File: config.mk
export PLATFORM = sky130hd
export DESIGN_NAME = core_boot_ctrl_flat
export DESIGN_NICKNAME = d
export VERILOG_FILES = /design/src/rtl/core_boot_ctrl_if.sv /design/src/rtl/core_boot_ctrl.sv /design/src/flat_wrapper.sv
export SDC_FILE = /design/constraint.sdc
export NUM_CORES = 1
export LEC_CHECK = 0
export BUFFER_PORTS_ARGS = -buffer_cell sky130_fd_sc_hd__buf_2
export CAP_MARGIN = 40
export CORE_MARGIN = 1
export CORE_UTILIZATION = 40
export CTS_CLUSTER_DIAMETER = 60
export DETAILED_ROUTE_END_ITERATION = 8
export PLACE_DENSITY = 0.72
export SLEW_MARGIN = 20
export SYNTH_ARGS = -nofsm -noshare
export SYNTH_HDL_FRONTEND = slang
export SYNTH_SLANG_ARGS = --single-unit
export TNS_END_PERCENT = 10
File: constraint.sdc
create_clock -name clk -period 1.3 [get_ports clk]
set_input_delay 0.13 -clock clk [delete_from_list [all_inputs] [get_ports clk]]
set_output_delay 0.13 -clock clk [all_outputs]
set_load 0.02 [all_outputs]
File: src/rtl/core_boot_ctrl_if.sv
// ============================================================================
// Module   : core_boot_ctrl_if
// Desc     : Run-control bundle between the peripheral subsystem, the boot
//            controller (slave) and the core region.
// Revision : 1.0 - initial release
// ============================================================================
`default_nettype none

interface core_boot_ctrl_if;
    logic        testmode_i;
    logic        fll_lock_i;
    logic        fetch_enable_i;
    logic [31:0] boot_addr_i;
    logic        clk_gate_req_i;
    logic        core_busy_i;
    logic        fetch_enable_o;
    logic [31:0] boot_addr_o;
    logic        clk_en_o;
    logic        ready_o;
    logic        lock_lost_o;

    modport slave (
        input  testmode_i, fll_lock_i, fetch_enable_i, boot_addr_i,
               clk_gate_req_i, core_busy_i,
        output fetch_enable_o, boot_addr_o, clk_en_o, ready_o, lock_lost_o
    );

    modport master (
        output testmode_i, fll_lock_i, fetch_enable_i, boot_addr_i,
               clk_gate_req_i, core_busy_i,
        input  fetch_enable_o, boot_addr_o, clk_en_o, ready_o, lock_lost_o
    );
endinterface

`default_nettype wire

File: src/rtl/core_boot_ctrl.sv
// ============================================================================
// Module   : core_boot_ctrl
// Desc     : Holds the core off until FLL lock is stable, then forwards fetch
//            enable with a latched boot address and arbitrates clock gating.
// Optional : CORE_BOOT_CTRL_LOCK_LOSS_EN - park the core on loss of lock.
// Revision : 1.0 - initial release
// ============================================================================
`default_nettype none

module core_boot_ctrl #(
    parameter int unsigned LOCK_CYCLES     = 16,
    parameter logic [31:0] RESET_BOOT_ADDR = 32'h0000_0000
) (
    input  wire logic       clk,
    input  wire logic       rst_n,
    core_boot_ctrl_if.slave bus
);

    localparam int unsigned          c_CNT_W    = $clog2(LOCK_CYCLES + 1);
    localparam logic [c_CNT_W-1:0]   c_CNT_LAST = c_CNT_W'(LOCK_CYCLES - 1);
    localparam logic [c_CNT_W-1:0]   c_CNT_MAX  = c_CNT_W'(LOCK_CYCLES);

    typedef enum logic [1:0] {
        S_LOCK_WAIT = 2'd0,
        S_IDLE      = 2'd1,
        S_RUN       = 2'd2,
        S_GATED     = 2'd3
    } state_t;

    state_t              r_state;
    logic [c_CNT_W-1:0]  r_cnt;
    logic                r_fetch_en;
    logic [31:0]         r_boot_addr;
    logic                r_clk_en;
    logic                r_ready;
    logic                r_lock_lost;
    logic                w_lock_eff;

    assign w_lock_eff = bus.fll_lock_i | bus.testmode_i;

    always_ff @(posedge clk or negedge rst_n) begin
        if (!rst_n) begin
            r_state     <= S_LOCK_WAIT;
            r_cnt       <= '0;
            r_fetch_en  <= 1'b0;
            r_boot_addr <= RESET_BOOT_ADDR;
            r_clk_en    <= 1'b1;
            r_ready     <= 1'b0;
            r_lock_lost <= 1'b0;
        end else begin
            case (r_state)
                S_LOCK_WAIT: begin
                    if (!w_lock_eff) begin
                        r_cnt <= '0;
                    end else if (r_cnt == c_CNT_LAST) begin
                        r_state <= S_IDLE;
                        r_cnt   <= '0;
                        r_ready <= 1'b1;
                    end else if (r_cnt != c_CNT_MAX) begin
                        r_cnt <= r_cnt + c_CNT_W'(1);
                    end
                end
                S_IDLE: begin
                    if (bus.fetch_enable_i) begin
                        r_boot_addr <= bus.boot_addr_i;
                        r_fetch_en  <= 1'b1;
                        r_state     <= S_RUN;
                    end
                end
                S_RUN: begin
`ifdef CORE_BOOT_CTRL_LOCK_LOSS_EN
                    if (!w_lock_eff) begin
                        r_state     <= S_LOCK_WAIT;
                        r_cnt       <= '0;
                        r_fetch_en  <= 1'b0;
                        r_clk_en    <= 1'b1;
                        r_ready     <= 1'b0;
                        r_lock_lost <= 1'b1;
                    end else
`endif
                    if (!bus.fetch_enable_i) begin
                        r_fetch_en <= 1'b0;
                        r_state    <= S_IDLE;
                    end else if (bus.clk_gate_req_i && !bus.core_busy_i) begin
                        r_clk_en <= 1'b0;
                        r_state  <= S_GATED;
                    end
                end
                S_GATED: begin
`ifdef CORE_BOOT_CTRL_LOCK_LOSS_EN
                    if (!w_lock_eff) begin
                        r_state     <= S_LOCK_WAIT;
                        r_cnt       <= '0;
                        r_fetch_en  <= 1'b0;
                        r_clk_en    <= 1'b1;
                        r_ready     <= 1'b0;
                        r_lock_lost <= 1'b1;
                    end else
`endif
                    // Dropping fetch enable wins over an ungate in the same cycle.
                    if (!bus.fetch_enable_i) begin
                        r_fetch_en <= 1'b0;
                        r_clk_en   <= 1'b1;
                        r_state    <= S_IDLE;
                    end else if (!bus.clk_gate_req_i) begin
                        r_clk_en <= 1'b1;
                        r_state  <= S_RUN;
                    end
                end
                default: begin
                    r_state <= S_LOCK_WAIT;
                    r_cnt   <= '0;
                end
            endcase
        end
    end

    assign bus.fetch_enable_o = r_fetch_en;
    assign bus.boot_addr_o    = r_boot_addr;
    assign bus.clk_en_o       = r_clk_en | bus.testmode_i;
    assign bus.ready_o        = r_ready;
`ifdef CORE_BOOT_CTRL_LOCK_LOSS_EN
    assign bus.lock_lost_o    = r_lock_lost;
`else
    assign bus.lock_lost_o    = 1'b0;
`endif

endmodule

`default_nettype wire

File: src/flat_wrapper.sv
// flat-port wrapper written by rule: the top's interface ports become plain ports
module core_boot_ctrl_flat 
#(
    parameter int unsigned LOCK_CYCLES     = 16,
    parameter logic [31:0] RESET_BOOT_ADDR = 32'h0000_0000
)
  (clk, rst_n, bus_testmode_i, bus_fll_lock_i, bus_fetch_enable_i, bus_boot_addr_i, bus_clk_gate_req_i, bus_core_busy_i, bus_fetch_enable_o, bus_boot_addr_o, bus_clk_en_o, bus_ready_o, bus_lock_lost_o);
  core_boot_ctrl_if bus_i ();
  input  wire logic clk;
  input  wire logic rst_n;
  input wire logic [$bits(bus_i.testmode_i)-1:0] bus_testmode_i;
  input wire logic [$bits(bus_i.fll_lock_i)-1:0] bus_fll_lock_i;
  input wire logic [$bits(bus_i.fetch_enable_i)-1:0] bus_fetch_enable_i;
  input wire logic [$bits(bus_i.boot_addr_i)-1:0] bus_boot_addr_i;
  input wire logic [$bits(bus_i.clk_gate_req_i)-1:0] bus_clk_gate_req_i;
  input wire logic [$bits(bus_i.core_busy_i)-1:0] bus_core_busy_i;
  output wire logic [$bits(bus_i.fetch_enable_o)-1:0] bus_fetch_enable_o;
  output wire logic [$bits(bus_i.boot_addr_o)-1:0] bus_boot_addr_o;
  output wire logic [$bits(bus_i.clk_en_o)-1:0] bus_clk_en_o;
  output wire logic [$bits(bus_i.ready_o)-1:0] bus_ready_o;
  output wire logic [$bits(bus_i.lock_lost_o)-1:0] bus_lock_lost_o;
  assign bus_i.testmode_i = bus_testmode_i;
  assign bus_i.fll_lock_i = bus_fll_lock_i;
  assign bus_i.fetch_enable_i = bus_fetch_enable_i;
  assign bus_i.boot_addr_i = bus_boot_addr_i;
  assign bus_i.clk_gate_req_i = bus_clk_gate_req_i;
  assign bus_i.core_busy_i = bus_core_busy_i;
  assign bus_fetch_enable_o = bus_i.fetch_enable_o;
  assign bus_boot_addr_o = bus_i.boot_addr_o;
  assign bus_clk_en_o = bus_i.clk_en_o;
  assign bus_ready_o = bus_i.ready_o;
  assign bus_lock_lost_o = bus_i.lock_lost_o;
  core_boot_ctrl #(.LOCK_CYCLES(LOCK_CYCLES), .RESET_BOOT_ADDR(RESET_BOOT_ADDR)) u_core (.clk(clk), .rst_n(rst_n), .bus(bus_i));
endmodule
* Word-level counts from Yosys, hierarchy flattened
Index checks and enable logic that the tools add are counted.
** Storage, ports and cells
- Bits in registers :: 42
- Input port bits :: 39
- Output and inout bits :: 36
** Operators by class
- Add/subtract/negate cells :: 1
- Equality and inequality tests :: 14
- Muxes and demuxes :: 19
- Bitwise operators :: 2
- Reductions and logical operators :: 12
** Operator list (number)
- $mux 5 :: 3
- $mux 2 :: 7
- $pmux 2 s4 :: 1
- $mux 1 :: 6
- $ne 2x1->1 const B :: 3
- $ne 2x2->1 const B :: 3
- $ne 3x3->1 const B :: 2
- $reduce_and 3->1 :: 2
- $add 5x1->5 const B :: 1
- $eq 5x4->1 const B :: 1
- $ne 5x5->1 const B :: 1
- $reduce_and 5->1 :: 1
- $eq 2x2->1 const B :: 2
- $pmux 1 s2 :: 2
- $reduce_and 2->1 :: 2
- $reduce_and 4->1 :: 1
- $reduce_bool 2->1 :: 2
- $ne 3x2->1 const B :: 1
- $eq 2x1->1 const B :: 1
- $logic_not 2->1 :: 1
- $or 1x1->1 :: 2
- $reduce_or 2->1 :: 1
- $logic_and 1x1->1 :: 1
- $logic_not 1->1 :: 1

* Longest topological paths before layout
Gate-level depths: netlist of the first run.
- Depth after elaboration :: 5
- Depth in mapped cells :: 6

* Worst setup path after synthesis of the first run
OpenSTA, ideal clock, no wires.
- Kind :: register to register
- From :: reg u_core.r_cnt[0]
- To :: reg u_core.r_cnt[3]
- Library setup time :: 0.124 ns
- Data arrival time :: 1.308 ns
- Required time :: 1.176 ns
- Setup slack :: -0.132 ns
- Stages on the path, launching flop included :: 7
- Path through :: dfrtp_1 -> inv_1 -> ha_1 -> nand2_1 -> o41ai_4 -> nor4_1 -> a211o_1
** On the way
- Longest elaborated chain between the ends :: 4
** Ends and longest elaborated chain
- from (decl) :: line core_boot_ctrl.sv:31 : logic [c_CNT_W-1:0] r_cnt;
- from (signal assigned) :: line core_boot_ctrl.sv:60 : r_cnt <= r_cnt + c_CNT_W'(1);
- $add 5x1->5 :: line core_boot_ctrl.sv:60
- $mux 5 :: line core_boot_ctrl.sv:59 : end else if (r_cnt != c_CNT_MAX) begin
- $mux 5 :: line core_boot_ctrl.sv:55 : end else if (r_cnt == c_CNT_LAST) begin
- $mux 5 :: line core_boot_ctrl.sv:53 : if (!w_lock_eff) begin
Several ways; a longest one is shown, not always the timed one. The select of a mux whose other input is x is not followed.
A chain may end at the register's enable or synchronous reset.

* Worst setup path in the final report of the first run
- From :: reg u_core.r_cnt[1]
- To :: reg u_core.r_cnt[0]
** On the way
- Longest elaborated chain between the ends :: 3
** Ends and longest elaborated chain (line)
- $ne 5x5->1 or $eq 5x4->1 (tied branches) :: core_boot_ctrl.sv:59, core_boot_ctrl.sv:55
- $ne 3x3->1 (no line) or $mux 5 (tied branches)
- $reduce_and 2->1 (no line) or $mux 5 (tied branches)
Several ways; a longest one is shown, not always the timed one.

==> metrics.md, run 1 <==
| Metric | Value |
|---|---|
| Setup_tns | `-0.711 ns` |
| DR vias | `roughly 1300` |
| WS Path Type | `reg -> reg` |
| WL final | `3540 um` |
| Initial Util | `0.427` |
| Vias in the first global route | `between 1000 and 1500` |
| Hpwl dp | `approximately 2700 um` |
| Met2 wire length | `1760 um` |
| Setup crit end | `u_core.r_cnt[0]` |
| Outcome | `finished with violations` |
| WL met3 | `around 210 um` |
| Grt ovf | `0` |
| Critical Path Max Stage Delay | `between 0.3 and 0.4 ns` |
| Reg-to-reg endpoint | `u_core.r_cnt[0]` |
| Ys async rst share | `1.00` |
| Setup-failing EPs final | `5` |
| YS warnings | `0` |
| CP Depth | `7` |
| M1 wire length | `about 1500 um` |
| Num CTS Buffers | `5` |
| Area Overhead vs Synth | `39.4%` |
| DR pass1 iterations | `3` |
| Hold depth | `2` |
| Layout cells sized above 1 | `0.642` |
| Critical-path maximum fanout | `5` |
| RSZ-0062 raised after global routing | `yes` |
| Clock Skew | `0.00201 ns` |
| Worst Path Arrival | `1.71 ns` |
| Launch point of the worst path | `u_core.r_cnt[1]` |
| Reg-to-reg slack, setup | `-0.23 ns` |
| Final worst slack | `-0.227 ns` |
| Die area | `between 0.004 and 0.005 mm2` |
| Fin. Hold Viols | `0` |
| Final Cycle Share | `1.17` |
| Die X-Extent | `slightly below 70 um` |
| Clock Latency Late Sink | `slightly below 0.3 ns` |
| ANT cells | `0` |
| Largest net degree at the start of global routing | `32` |
| Pwr Density | `2440 mW/mm2` |
| GPL Wtd Cong | `0.797` |
| Clock transition at path regs | `~0.080 ns` |
| Top Layer Used | `met4` |
| I/O pins | `75` |
| P_leak | `approximately 0.0012 uW` |
| CTS tree | `yes` |
| Max IR drop VDD | `between 0.001 and 0.0015 V` |
| Seq/Total Area, Yosys | `0.603` |
| Critical Path Sink Type | `flip-flop` |
| Core footprint | `~0.0041 mm2` |
| WP data required | `around 1.5 ns` |
| Sequence of cells on the critical path | `inv_2 -> ha_4 -> nand2_4 -> o41ai_4 -> buf_4 -> nor4_4 -> a21o_2` |
| Max cap viols | `0` |
| Rows | `23` |
| Slowest-stage cell, CP | `dfrtp_1` |
| CP delay by family, top | `compound AO/OA/AOI/OAI gates` |
| Antenna Nets Post-Route | `0` |
| Overall power | `between 5000 and 6000 uW` |
| H-tree depth | `2` |
| Bufs and invs on worst path | `2` |
| Initial antenna violation count | `0` |
| Violated checks | `negative setup slack` |
| Post-synthesis cell type count | `29` |
| Tot GR Track Use | `0.167` |
| Die Ht | `just under 70 um` |
| DRC marker count from the first detailed-route iteration | `22` |
| Most used DFF post-synth | `dfrtp_1` |
| Net Count, Synth | `around 170` |
| Avg Inst Size Synth | `~14 um2` |
| Clk sink count | `42` |
| Fmax | `655 MHz` |
| Min-delay worst type | `in -> reg` |
| Cell Area, Placed | `0.00227 mm2` |
| Post-route design area | `about 0.0024 mm2` |
| FF+latch count, synth | `42` |
| FF-to-FF Start | `u_core.r_cnt[1]` |
| # DRC | `0` |
| Routed wire per std cell | `approximately 13 um` |
| Via/cell ratio | `4.88` |
| CTS max path bufs | `2` |
| Period minus WS final | `1.53 ns` |
| Worst setup SP type | `flip-flop` |
| Post-synth EDFFs | `0` |
| # port buffers | `73` |
| Clk root buf | `clkbuf_8` |
| Syn Inst Count | `126` |
| First-pass GRT wire length | `about 5600 um` |
| Final Max Tran Viols | `0` |
| Worst r2r path cells | `7` |
| Synthesized area | `approximately 0.0017 mm2` |
| Layout net count | `~260` |
## per-stage QoR
step / setup WS, ns / utilization / hold slack (ns) / instances
6_report: -0.227 / 0.595 / 0.0487 / 268
5_1_grt: -0.278 / 0.595 / 0.0531 / 268
4_1_cts: -0.220 / 0.584 / 0.0379 / 267
3_5_place_dp: -0.214 / 0.556 / 0.0370 / 258
3_3_place_gp: -0.130 / 0.556 / 0.0267 / 258
2_1_floorplan: -0.132 / - / -0.166 / 126
## where the power goes
| part | switching [uW] | leakage, uW | internal [uW] |
|---|---|---|---|
| Sequential | 317 | 0.000498 | 1940 |
| Combinational | 1510 | 0.000670 | 1300 |
| Clock | 432 | 0.0000472 | 427 |
## layer usage
metal  track usage  vias to the layer above
met5             0                        -
met4        0.0781                        0
met3        0.0500                        7
met2         0.262                       43
met1         0.210                      636
li1              -                      623
## area by class of cell
cell class	instances	area (um2)
Multi-Input combinational cell	75	691
Sequential cell	42	1050
Inverter	3	11.3
Clock inverter	2	12.5
Tap cell	50	62.6
Timing Repair Buffer	90	520
Fill cell	349	1650
Clock buffer	6	82.6
## cell usage after synthesis, drive strengths merged, types with 2 or more instances
| master | number | area share |
|---|---|---|
| nor3 | 2 | 0.0057 |
| a21oi | 3 | 0.0086 |
| nor2 | 5 | 0.012 |
| mux2 | 32 | 0.21 |
| ha | 2 | 0.014 |
| nor4 | 2 | 0.0072 |
| a21o | 2 | 0.0093 |
| buf | 6 | 0.022 |
| nand3 | 3 | 0.0086 |
| o21ai | 7 | 0.020 |
| inv | 3 | 0.0065 |
| nand2 | 7 | 0.015 |
| dfrtp | 41 | 0.59 |
## cell families after synthesis
logic type,share of synthesized area
AO/OA/AOI/OAI,0.0674
adder cells (fa/ha/maj),0.0143
buffers and inverters,0.0287
flip-flops,0.603
multiplexers,0.212
other,0.00215
AND/OR/NAND/NOR,0.0724
## placed cells by master, fill, tap and decap left out, types with 3 or more instances in the layout
cell type | synthesis | final
nor2_1 | 4 | 3
o21ai_0 | 7 | 6
a21oi_1 | 3 | 3
dfrtp_1 | 41 | 41
mux2_2 | 29 | 29
buf_4 | 1 | 14
buf_2 | 4 | 73
mux2_1 | 3 | 3
clkbuf_8 | 0 | 6
nand2_1 | 7 | 6
## worst min-delay path by stage
stage / end / slack (ns) / from
5_1_grt: u_core.bus.boot_addr_o[6] / 0.05 / bus_boot_addr_i[6]
6_report: u_core.bus.boot_addr_o[11] / 0.05 / bus_boot_addr_i[11]
3_5_place_dp: u_core.bus.boot_addr_o[5] / 0.04 / rst_n
4_1_cts: u_core.bus.boot_addr_o[11] / 0.04 / bus_boot_addr_i[11]
3_3_place_gp: u_core.bus.boot_addr_o[29] / 0.03 / rst_n
2_1_floorplan: u_core.bus.boot_addr_o[0] / -0.17 / rst_n
## sequential cells by signal, summed over array words and instances, names as in the netlist
signal and count:
u_core.r_state 2, u_core.r_clk_en 1, u_core.bus.ready_o 1, u_core.bus.boot_addr_o 32
u_core.r_cnt 5, u_core.bus.fetch_enable_o 1
## repair_timing
| item | 4_1_cts | 5_1_grt |
|---|---|---|
| endpoints found under the setup margin | 5 | 6 |
| gates resized for setup | 2 | 11 |
| setup buffers | 0 | 1 |
| pin swaps | 0 | 3 |
| hold buffers | 1 | 0 |
| endpoints found under the hold margin | 11 | 0 |
(Power assumes the default switching activity.)
==> inputs of run 2 (changes only) <==
- PLACE_DENSITY: 0.72 -> 0.71
==> metrics.md, run 2 (synthesis results as in run 1) <==
| Metric | Value |
|---|---|
| DR pass1 iterations | `4 (+1)` |
| Final Cycle Share | `1.14 (-0.0336)` |
| Layout net count | `259 (+0.39%)` |
| # port buffers | `73 (unchanged)` |
| Fin. Hold Viols | `0 (unchanged)` |
| GPL Wtd Cong | `0.782 (-1.8%)` |
| Commonest non-fill, non-tap cell in the layout | `buf_2` |
| Layout cells sized above 1 | `0.616 (-0.0258)` |
| ANT cells | `0 (unchanged)` |
| H-tree depth | `2 (unchanged)` |
| Clk sink count | `42 (unchanged)` |
| Worst slack, placed | `-0.133 ns (+0.0805 ns)` |
| CTS max path bufs | `2 (unchanged)` |
| Min-delay worst type | `in -> reg` |
| Grt ovf | `0 (unchanged)` |
| WP data required | `1.47 ns (about the same)` |
| Final worst slack | `-0.183 ns (+0.0437 ns)` |
| CP delay by family, top | `compound AO/OA/AOI/OAI gates` |
| Die X-Extent | `68.1 um (unchanged)` |
| Max IR drop VDD | `0.00117 V (-11%)` |
| Outcome | `finished with violations` |
| Num CTS Buffers | `5 (unchanged)` |
| Worst hold slack | `0.0528 ns (+0.00411 ns)` |
| Reg-to-reg slack, setup | `-0.18 ns (+0.04 ns)` |
| WL final | `3430 um (-3.0%)` |
| Pwr Density | `2410 mW/mm2 (-0.99%)` |
| Commonest non-fill, non-tap cells in the layout | `buf_2 (73), dfrtp_1 (41), mux2_2 (29)` |
| P_leak | `0.00121 uW (-0.46%)` |
| Max reg flops | `32 (unchanged)` |
| CTS tree | `yes` |
| Die Ht | `68.1 um (unchanged)` |
| DRC marker count from the first detailed-route iteration | `49 (+120%)` |
| Sequence of cells on the critical path | `inv_1 -> ha_1 -> nand2_2 -> o41ai_4 -> nor4_1 -> a211o_1` |
| Critical Path Max Stage Delay | `0.38 ns (about the same)` |
| Tot GR Track Use | `0.158 (-0.00934)` |
| Vias in the first global route | `1209 (-4.3%)` |
| First-pass GRT wire length | `5290 um (-4.8%)` |
| Clock Skew | `0.00368 ns (+0.00167 ns)` |
| I/O pins | `75 (unchanged)` |
| Area Overhead vs Synth | `36.7%` |
| Max cap viols | `0 (unchanged)` |
| Critical Path Sink Type | `flip-flop` |
| RSZ-0062 raised after global routing | `yes` |
| Largest net degree at the start of global routing | `20 (-38%)` |
| Antenna Nets Post-Route | `0 (unchanged)` |
| Overall power | `5760 uW (-2.9%)` |
| Hpwl dp | `2570 um (-4.0%)` |
| Clock transition at path regs | `0.08 ns (about the same)` |
| Final Max Tran Viols | `0 (unchanged)` |
| Fmax | `674 MHz (+2.9%)` |
| Slowest-stage cell, CP | `dfrtp_1` |
| Setup-failing EPs final | `3 (-2)` |
| Critical-path maximum fanout | `5 (unchanged)` |
| Clk root buf | `clkbuf_8` |
| Via/cell ratio | `4.83 (-1.1%)` |
| Post-CTS setup buffers | `0 (unchanged)` |
| Clock Latency Late Sink | `0.28 ns (about the same)` |
| Worst Path Arrival | `1.65 ns (-0.06 ns)` |
| # DRC | `0 (unchanged)` |
| Period minus WS final | `1.48 ns (-0.0437 ns)` |
| Setup_tns | `-0.332 ns (+0.379 ns)` |
| Core footprint | `0.00409 mm2 (unchanged)` |
| DR vias | `1300 (-0.69%)` |
| Bufs and invs on worst path | `1 (-1)` |
| WS Path Type | `reg -> reg` |
| Final design utilization | `0.584 (-0.0113)` |
| Initial antenna violation count | `0 (unchanged)` |
| Violated checks | `negative setup slack` |
| Worst setup SP type | `flip-flop` |
| Initial Util | `0.427 (unchanged)` |
| Rows | `23 (unchanged)` |
| Routed wire per std cell | `12.8 um (-3.3%)` |
| Die area | `0.00463 mm2 (unchanged)` |
## run 2: report_power, final
| group | leakage, uW | total (uW) | switching [uW] | internal (uW) |
|---|---|---|---|---|
| Clock | 0.0000452 | 801 | 423 | 379 |
| Sequential | 0.000498 | 2270 | 325 | 1940 |
| Combinational | 0.000667 | 2690 | 1440 | 1250 |
| Total | 0.00121 | 5760 | 2190 | 3570 |
## run 2: worst reg2reg max path, cell delays in order (launching register included)
cell     delay [ns]
dfrtp_1        0.38
inv_1          0.06
ha_1           0.15
nand2_2        0.07
o41ai_4        0.33
nor4_1         0.10
a211o_1        0.28
## run 2: repair_timing
item | in CTS | in global routing
gates resized for setup | 2 | 3
setup endpoints to repair | 4 | 13
endpoints found under the hold margin | 16 | 0
hold buffers | 1 | 0
## run 2: metrics by stage
stage,std cells,cell area (um2)
3_3_place_gp,260,2270
2_1_floorplan,126,1750
4_1_cts,269,2380
6_report,269,2390
5_1_grt,269,2390
3_5_place_dp,260,2270
## run 2: final cells by class
type | count | area (um2)
clock buffers | 6 | 72.6
clock inverters | 2 | 13.8
fillers | 378 | 1700
inverters | 3 | 11.3
multi-input cells | 75 | 654
flip-flops and latches | 42 | 1050
well taps | 50 | 62.6
repair buffers | 91 | 519
## run 2: worst paths after layout
path	startpoint	endpoint	depth (start not counted)
worst max-delay path	u_core.r_cnt[0]	u_core.r_cnt[3]	6
worst min-delay path	bus_boot_addr_i[6]	u_core.bus.boot_addr_o[6]	2
worst max register to register	u_core.r_cnt[0]	u_core.r_cnt[3]	6
worst min register to register	u_core.bus.ready_o	u_core.bus.ready_o	1
max in group asynchronous	rst_n	u_core.bus.boot_addr_o[18]	3
min in group asynchronous	rst_n	u_core.bus.boot_addr_o[28]	2
## run 2: metal layers
layer	part of all wire	track usage	up-vias	wire length, um
met3	0.053	0.0467	4	183
met4	0.013	0.0807	0	46
li1	-	-	620	-
met1	0.42	0.193	631	1460
met5	0	0	-	0
met2	0.51	0.250	45	1740
==> inputs of run 3 (changes only) <==
==> constraint.sdc (replaced) <==
create_clock -name clk -period 1.3 [get_ports clk]
set_input_delay 0.39 -clock clk [delete_from_list [all_inputs] [get_ports clk]]
set_output_delay 0.39 -clock clk [all_outputs]
set_load 0.02 [all_outputs]
==> metrics.md, run 3 (synthesis results as in run 1) <==
| Metric | Value |
|---|---|
| Outcome | `finished with violations` |
| Violated checks | `negative setup slack` |
| Tot GR Track Use | `0.152 (-0.00567)` |
| # port buffers | `73 (unchanged)` |
| Commonest non-fill, non-tap cell in the layout | `buf_2` |
| Fmax | `674 MHz (about the same)` |
| Worst slack, placed | `-0.131 ns (+0.00223 ns)` |
| WP data required | `1.47 ns (about the same)` |
| Core footprint | `0.00409 mm2 (unchanged)` |
| I/O pins | `75 (unchanged)` |
| Clock Skew | `0.00437 ns (+0.000697 ns)` |
| Final Cycle Share | `1.14 (about the same)` |
| Commonest non-fill, non-tap cells in the layout | `buf_2 (72), dfrtp_1 (41), mux2_2 (29)` |
| Placed insts | `264 (+1.5%)` |
| Rows | `23 (unchanged)` |
| P_leak | `0.00125 uW (+3.2%)` |
| Fin. Hold Viols | `0 (unchanged)` |
| Critical-path maximum fanout | `6 (+1)` |
| Setup-failing EPs final | `5 (+2)` |
| Area Overhead vs Synth | `41.7%` |
| Critical Path Sink Type | `flip-flop` |
| Layout cells sized above 1 | `0.640 (+0.0236)` |
| CTS tree | `yes` |
| CTS max path bufs | `2 (unchanged)` |
| RSZ-0062 raised after global routing | `yes` |
| WS Path Type | `reg -> reg` |
| Via/cell ratio | `4.73 (-2.1%)` |
| Largest net degree at the start of global routing | `43 (+110%)` |
| Final worst slack | `-0.183 ns (+0.000497 ns)` |
| Min-delay worst type | `in -> async` |
| Antenna Nets Post-Route | `0 (unchanged)` |
| Initial Util | `0.427 (unchanged)` |
| Worst Path Arrival | `1.65 ns (about the same)` |
| Non-Filler Instances | `275 (+2.2%)` |
| WL final | `3430 um (unchanged)` |
| Top Layer Used | `met4` |
| Num CTS Buffers | `5 (unchanged)` |
| Pwr Density | `2400 mW/mm2 (-0.45%)` |
| Seq pwr share | `0.375 (-0.019)` |
| Clock power share | `0.140 (about the same)` |
| GPL Wtd Cong | `0.814 (+4.1%)` |
| H-tree depth | `2 (unchanged)` |
| Die area | `0.00463 mm2 (unchanged)` |
| Worst hold slack | `0.0632 ns (+0.0104 ns)` |
| Initial antenna violation count | `0 (unchanged)` |
| Routed wire per std cell | `12.5 um (-2.2%)` |
| Max cap viols | `0 (unchanged)` |
| ANT cells | `0 (unchanged)` |
| Hold Buf Count CTS | `0 (-1)` |
| Setup_tns | `-0.633 ns (-0.301 ns)` |
| Met2 wire length | `1760 um (+0.75%)` |
| Grt ovf | `0 (unchanged)` |
| Final Max Tran Viols | `0 (unchanged)` |
| Fill cells | `358 (-5.3%)` |
| DRC marker count from the first detailed-route iteration | `43 (-12%)` |
| DR pass1 iterations | `2 (-2)` |
| # DRC | `0 (unchanged)` |
| Clk root buf | `clkbuf_8` |
| Vias in the first global route | `1168 (-3.4%)` |
| Clock Latency Late Sink | `0.28 ns (about the same)` |
| Combinational power share | `0.485 (+0.018)` |
| Die Ht | `68.1 um (unchanged)` |
| Die X-Extent | `68.1 um (unchanged)` |
| Period minus WS final | `1.48 ns (-0.000497 ns)` |
| Net Sw Frac | `0.371 (-0.00960)` |
| Worst setup SP type | `flip-flop` |
| WL met3 | `188 um (+2.7%)` |
| Internal | `3740 uW (+4.8%)` |
| Hpwl dp | `2530 um (-1.7%)` |
| M1 wire length | `1470 um (+0.89%)` |
| DR vias | `1301 (+0.077%)` |
| Max IR drop VDD | `0.00127 V (+8.9%)` |
| NetSw | `2200 uW (+0.60%)` |
| Max reg flops | `32 (unchanged)` |
| Clock transition at path regs | `0.07 ns (about the same)` |
| FF/Latch Area | `0.00105 mm2 (unchanged)` |
| Layout net count | `265 (+2.3%)` |
| Area occupied by multi-input gates | `667 um2 (+1.9%)` |
| First-pass GRT wire length | `5120 um (-3.3%)` |
| Clk sink count | `42 (unchanged)` |
| Overall power | `5940 uW (+3.2%)` |
==> run 3: path summary, 6_finish.rpt <==
check	start	to	slack, ns	cells after the start
setup / recovery	u_core.r_cnt[1]	u_core.r_cnt[3]	-0.18	7
hold / removal	rst_n	u_core.bus.boot_addr_o[2]	0.06	2
setup reg to reg	u_core.r_cnt[1]	u_core.r_cnt[3]	-0.18	7
hold reg to reg	u_core.bus.ready_o	u_core.bus.ready_o	0.47	1
max in group asynchronous	rst_n	u_core.r_clk_en	0.98	2
min in group clk	bus_boot_addr_i[6]	u_core.bus.boot_addr_o[6]	0.31	2
==> run 3: per-layer routing <==
layer  GRT usage  vias to the layer above
met5           0                        -
met4      0.0573                        0
met3      0.0533                        2
met2       0.255                       40
met1       0.177                      623
li1            -                      636
==> run 3: power groups by stage <==
stage / Sequential, uW / Combinational, uW / Clock (uW)
5_1_grt: 2310 / 3110 / 917
3_5_place_dp: 2260 / 2800 / 0
2_1_floorplan: 2970 / 970 / 0
3_3_place_gp: 2240 / 2750 / 0
6_report: 2230 / 2880 / 829
4_1_cts: 2240 / 2850 / 874
==> run 3: worst max-delay path, stage by stage (launching register included) <==
cell,delay (ns)
dfrtp_1,0.38
inv_1,0.06
ha_2,0.16
nand2_2,0.06
o41ai_4,0.27
buf_4,0.19
nor4_2,0.04
a211o_1,0.22
==> run 3: through the flow <==
stage	instance area, um2	util
2_1_floorplan	1750	-
3_3_place_gp	2330	0.570
3_5_place_dp	2330	0.570
4_1_cts	2440	0.598
5_1_grt	2470	0.605
6_report	2470	0.605
==> run 3: timing repair <==
action                                  CTS  global route
buffers inserted                          1             2
pin swaps                                 0             4
resized for setup                         5             4
endpoints found under the setup margin    5             7
==> run 3: final cells by class <==
cell class | instances | share of cell area
well taps | 50 | 0.0253
inverters | 3 | 0.00455
clock buffers | 7 | 0.0349
repair buffers | 97 | 0.238
multi-input cells | 75 | 0.270
flip-flops and latches | 42 | 0.425
clock inverters | 1 | 0.00202
